File: src/rtl/gmux_cfg_pkg.sv
// gmux_cfg_pkg: shared defaults, CRC polynomial and loader FSM states
package gmux_cfg_pkg;
    localparam int         GMUX_BITS_DEF = 46;
    localparam logic [7:0] SYNC_BYTE_DEF = 8'hA5;
    localparam logic [7:0] CRC_POLY      = 8'h07;
    typedef enum logic [1:0] {IDLE, DATA, CRC, COMMIT} cfg_state_t;
endpackage

File: src/rtl/cfg_crc8.sv
// cfg_crc8: one byte step of CRC-8, MSB-first, no reflection
module cfg_crc8 import gmux_cfg_pkg::*; (
    input  logic [7:0] crc_in,
    input  logic [7:0] data_in,
    output logic [7:0] crc_out
);
    // fold the byte into the remainder, then shift out eight bits
    always_comb begin
        crc_out = crc_in ^ data_in;
        for (int i = 0; i < 8; i++)
            crc_out = crc_out[7] ? ({crc_out[6:0], 1'b0} ^ CRC_POLY) : {crc_out[6:0], 1'b0};
    end
endmodule

File: src/rtl/gmux_cfg_loader.sv
// gmux_cfg_loader: framed, CRC-checked loader for the global mux configuration
module gmux_cfg_loader import gmux_cfg_pkg::*; #(
    parameter int         GMUX_BITS  = GMUX_BITS_DEF,
    parameter logic [7:0] SYNC_BYTE  = SYNC_BYTE_DEF,
    parameter int         DATA_BYTES = (GMUX_BITS + 7) / 8
) (
    input  logic                 clk,
    input  logic                 rst_n,
    input  logic [7:0]           cfg_data,
    input  logic                 cfg_valid,
    output logic                 cfg_ready,
    input  logic                 cfg_abort,
    output logic [0:GMUX_BITS-1] global_mux,
    output logic                 cfg_loaded,
    output logic                 cfg_done,
    output logic                 cfg_error,
    output logic [7:0]           err_count
);
    localparam int             SW       = DATA_BYTES * 8;
    localparam int             CW       = DATA_BYTES > 1 ? $clog2(DATA_BYTES) : 1;
    localparam logic [CW-1:0]  LAST     = CW'(DATA_BYTES - 1);
    localparam logic [SW-1:0]  PAD_MASK = {SW{1'b1}} << GMUX_BITS;

    cfg_state_t    state;
    logic [SW-1:0] shadow;
    logic [7:0]    crc;
    logic [7:0]    crc_next;
    logic [CW-1:0] cnt;
    logic          xfer;
    logic          pad_ok;

    assign xfer   = cfg_valid & cfg_ready;
    assign pad_ok = (shadow & PAD_MASK) == '0;

    cfg_crc8 u_crc (
        .crc_in  (crc),
        .data_in (cfg_data),
        .crc_out (crc_next)
    );

    // frame FSM: sync hunt, payload capture, CRC check, one-cycle commit
    always_ff @(posedge clk or negedge rst_n) begin
        if (!rst_n) begin
            state      <= IDLE;
            shadow     <= '0;
            crc        <= '0;
            cnt        <= '0;
            global_mux <= '0;
            cfg_ready  <= 1'b1;
            cfg_loaded <= 1'b0;
            cfg_done   <= 1'b0;
            cfg_error  <= 1'b0;
            err_count  <= '0;
        end else begin
            cfg_done  <= 1'b0;
            cfg_error <= 1'b0;
            if (cfg_abort && state != COMMIT) begin
                state     <= IDLE;
                shadow    <= '0;
                crc       <= '0;
                cnt       <= '0;
                cfg_ready <= 1'b1;
            end else begin
                case (state)
                    IDLE: if (xfer && cfg_data == SYNC_BYTE) begin
                        shadow <= '0;
                        crc    <= '0;
                        cnt    <= '0;
                        state  <= DATA;
                    end
                    DATA: if (xfer) begin
                        shadow[{cnt, 3'b000} +: 8] <= cfg_data;
                        crc   <= crc_next;
                        cnt   <= cnt + 1'b1;
                        state <= cnt == LAST ? CRC : DATA;
                    end
                    CRC: if (xfer) begin
                        if (cfg_data == crc && pad_ok) begin
                            state     <= COMMIT;
                            cfg_ready <= 1'b0;
                        end else begin
                            state     <= IDLE;
                            cfg_error <= 1'b1;
                            err_count <= err_count + {7'd0, err_count != 8'hFF};
                        end
                    end
                    COMMIT: begin
                        for (int i = 0; i < GMUX_BITS; i++)
                            global_mux[i] <= shadow[i];
                        cfg_loaded <= 1'b1;
                        cfg_done   <= 1'b1;
                        cfg_ready  <= 1'b1;
                        state      <= IDLE;
                    end
                    default: state <= IDLE;
                endcase
            end
        end
    end
endmodule

File: config.mk
export PLATFORM = sky130hd
export DESIGN_NAME = gmux_cfg_loader
export DESIGN_NICKNAME = d
export VERILOG_FILES = /design/src/rtl/gmux_cfg_pkg.sv /design/src/rtl/cfg_crc8.sv /design/src/rtl/gmux_cfg_loader.sv
export SDC_FILE = /design/constraint.sdc
export NUM_CORES = 1
export LEC_CHECK = 0
export ABC_AREA = 1
export ABC_CLOCK_PERIOD_IN_PS = 3200
export CAP_MARGIN = 20
export CELL_PAD_IN_SITES_DETAIL_PLACEMENT = 0
export CELL_PAD_IN_SITES_GLOBAL_PLACEMENT = 1
export CORE_MARGIN = 2
export CORE_UTILIZATION = 35
export CTS_CLUSTER_DIAMETER = 200
export DETAILED_ROUTE_END_ITERATION = 10
export PLACE_DENSITY = 0.81
export REMOVE_ABC_BUFFERS = 1
export SYNTH_ARGS = -nofsm -noshare
export SYNTH_HDL_FRONTEND = slang
export SYNTH_SLANG_ARGS = --single-unit
File: constraint.sdc
create_clock -name clk -period 3.2 [get_ports clk]
set_clock_uncertainty 0.05 [all_clocks]
set_input_delay 0.48 -clock clk [delete_from_list [all_inputs] [get_ports clk]]
set_output_delay 0.48 -clock clk [all_outputs]
set_load 0.01 [all_outputs]
==> flow_metrics.py <==
metrics = {
    "run_status": {
        "outcome": "complete, no violations",
    },
    "global_route": {
        "antenna_found_initial": 0,
        "grt_overflow": 0,
        "grt_pass1_wl_mm": 23.1,
        "grt_max_degree": 61,
        "grtUsageTotal_pct": 17.6,
        "grt_pass1_vias": 4717,
    },
    "timing": {
        "hold_ws_ps": 71.7,
        "setup_tns_ps": 0,
        "fin_crit_ps": 2410,
        "finalCritPeriodShare_pct": 75.4,
        "worst_slew_pin_slew_ps": 778,
        "fmax_mhz": 415,
        "max-slew-margin-rel_pct": 48.1,
        "setup_viol": 0,
        "rsz0062_at_grt": "no",
        "hold_viol": 0,
        "drv_slew": 0,
    },
    "worst_setup_path": {
        "cp_slowest_stage_delay_ps": 490,
        "required_ps": 3450,
        "path_common_cell": "nand2_1",
        "worstPathBufferInverterCount": 0,
        "path_cells": "nand2_1 > nand2_1 > nand2_1 > nand4_1 > nand2_1 > nand2_1",
        "crit_type": "flop to flop",
        "startpoint_type": "flop",
        "cp_data_arrival_time_ps": 2670,
        "crit_fanout": 17,
        "slowest_stage": "nand2_1",
        "cp-end-kind": "flop",
        "critPathTopFamily": "simple AND/OR/NAND/NOR gates",
    },
    "yosys": {
        "yosysTopAreaCellShare_pct": 53.3,
        "synth_cell_types": 25,
        "synth_top_area_cell": "dfrtp_1",
        "synthTopCellsByArea": "dfrtp_1 53%, nand2_1 23%, nand4_1 4.6%, ha_1 2.7%, nand3_1 2.6%",
        "mappedNetlistArea_um2": 5540,
        "ys_ff_latch": 119,
        "netlist_instances": 691,
        "seq_area_frac_synth_pct": 53.8,
        "syn_avg_cell_area_um2": 8.01,
        "yosys_warnings": 0,
    },
    "cells_and_area": {
        "ff_latch_area_um2": 2980,
        "num_antenna_cells": 0,
        "fillerInstances": 1540,
        "post-route-util_pct": 46.3,
        "finalNetCount": 795,
        "drive_above_1_share_pct": 7.15,
        "syn2layout_area_growth_pct": 28.0,
        "multiInputGateArea_um2": 2320,
    },
    "die": {
        "io_pins": 70,
        "core_um2": 15300,
        "fp.dieW_um": 130,
        "num_rows": 45,
        "initial_core_util_pct": 36.2,
        "dieArea_um2": 16800,
        "dieHeight_um": 130,
    },
    "clock_tree": {
        "clock-root-buffer": "clkbuf_16",
        "clock_path_buffers": 2,
        "clock-sinks": 119,
        "clk_pin_slew_ps": 50,
        "clk_latency_ps": 420,
        "post_cts_buffers": 0,
        "postCtsHoldBufs": 0,
        "cts-resized-gates": 0,
        "h-tree-depth": 4,
        "numCtsBuffers": 17,
        "cts_tree": "done",
    },
    "power": {
        "peakVddDrop_mv": 0.325,
        "p_leak_nw": 3.77,
        "powerDensity_nw_per_um2": 533,
    },
    "routing": {
        "wire_per_inst_um": 13.6,
        "drtIter0Drc": 371,
        "vias": 4700,
        "drc_errors": 0,
        "drt_wl_total_mm": 13.5,
        "drt_pass1_iterations": 5,
        "viasPerCell": 4.73,
        "detail-route-antenna-nets": 0,
    },
    "worst_hold_path": {
        "min_path_type": "primary input to asynchronous set/reset pin",
    },
    "placement": {
        "dp_hpwl_mm": 9.64,
        "port_buffers": 69,
        "gp_congestion": 0.918,
    },
    "run": {
        "maxCapViolCount": 0,
    },
}
-- power breakdown --
part | total [mW] | switching (mW) | internal (mW)
Combinational | 0.341 | 0.237 | 0.105
Sequential | 1.55 | 0.0202 | 1.53
Clock | 1.89 | 0.649 | 1.24
-- area by class of cell --
cell class | count | share of cell area [%]
sequential | 119 | 42.0
multi-input combinational | 511 | 32.8
timing repair buffer | 80 | 10.9
clock buffer | 23 | 7.03
tap | 211 | 3.73
inverter | 42 | 2.22
clock inverter | 8 | 1.34
-- synthesized netlist by cell type (all sizes together) --
library cell	instances
nor3	10
clkinv	3
or2	5
xnor2	9
nand2	349
dfrtp	118
nand3b	1
nand2b	1
o21ai	6
inv	39
clkbuf	8
buf	11
a21oi	2
xor2	11
nor2	35
dfstp	1
ha	12
nand4	41
nand3	29
-- placed cells by master, fill, tap and decap left out, types with 12 or more instances in the layout --
cell type and instances:
buf_4 12, clkbuf_16 17, clkdlybuf4s50_1 68, dfrtp_1 118, ha_1 12, inv_1 37
nand2_1 346, nand3_1 29, nand4_1 41, nor2_1 34
-- sequential cells by signal, summed over array words and instances (netlist names) --
signal and flops:
state 2, global_mux 46, cfg_error 1, shadow 48
cfg_done 1, cnt 3, cfg_loaded 1, cfg_ready 1
crc 8, err_count 8
-- per-layer routing --
layer	up-vias	share of wire [%]	GRT usage, %
li1	2337	-	-
met1	2209	47	23.5
met2	132	45	27.3
met3	22	5.3	4.18
met4	0	2.0	7.65
met5	-	0	0
-- per-stage QoR --
step / setup WS, ps / instance area (um2) / cells / power (mW)
2_1_floorplan: 481 / 5460 / 672 / 1.78
3_3_place_gp: 477 / 6490 / 963 / 1.92
3_5_place_dp: 500 / 6490 / 963 / 1.92
4_1_cts: 742 / 7090 / 994 / 3.83
5_1_grt: 459 / 7090 / 994 / 3.94
6_report: 788 / 7090 / 994 / 3.78
-- worst paths after layout --
kind	startpoint	endpoint	slack [ps]	depth (start not counted)
max	state[1]$_DFFE_PN0P_	shadow[45]$_DFFE_PN0P_	790	6
min	rst_n	shadow[12]$_DFFE_PN0P_	70	1
max reg2reg	state[1]$_DFFE_PN0P_	shadow[45]$_DFFE_PN0P_	790	6
min in group clk	shadow[22]$_DFFE_PN0P_	global_mux[22]$_DFFE_PN0P_	420	2
min reg2reg	shadow[22]$_DFFE_PN0P_	global_mux[22]$_DFFE_PN0P_	420	2
max in group asynchronous	rst_n	cfg_ready$_DFFE_PN1P_	2180	2
-- logic make-up (layout without fill, tap and decap cells) --
logic type / count (synthesis) / after routing / synth area share (%)
XOR/XNOR: 20 / 20 / 3.16
adder cells (fa/ha/maj): 12 / 12 / 2.71
buffers and inverters: 61 / 153 / 4.27
AO/OA/AOI/OAI: 8 / 8 / 0.791
flip-flops: 119 / 119 / 53.8
AND/OR/NAND/NOR: 471 / 471 / 35.3
(Power assumes the default switching activity.)
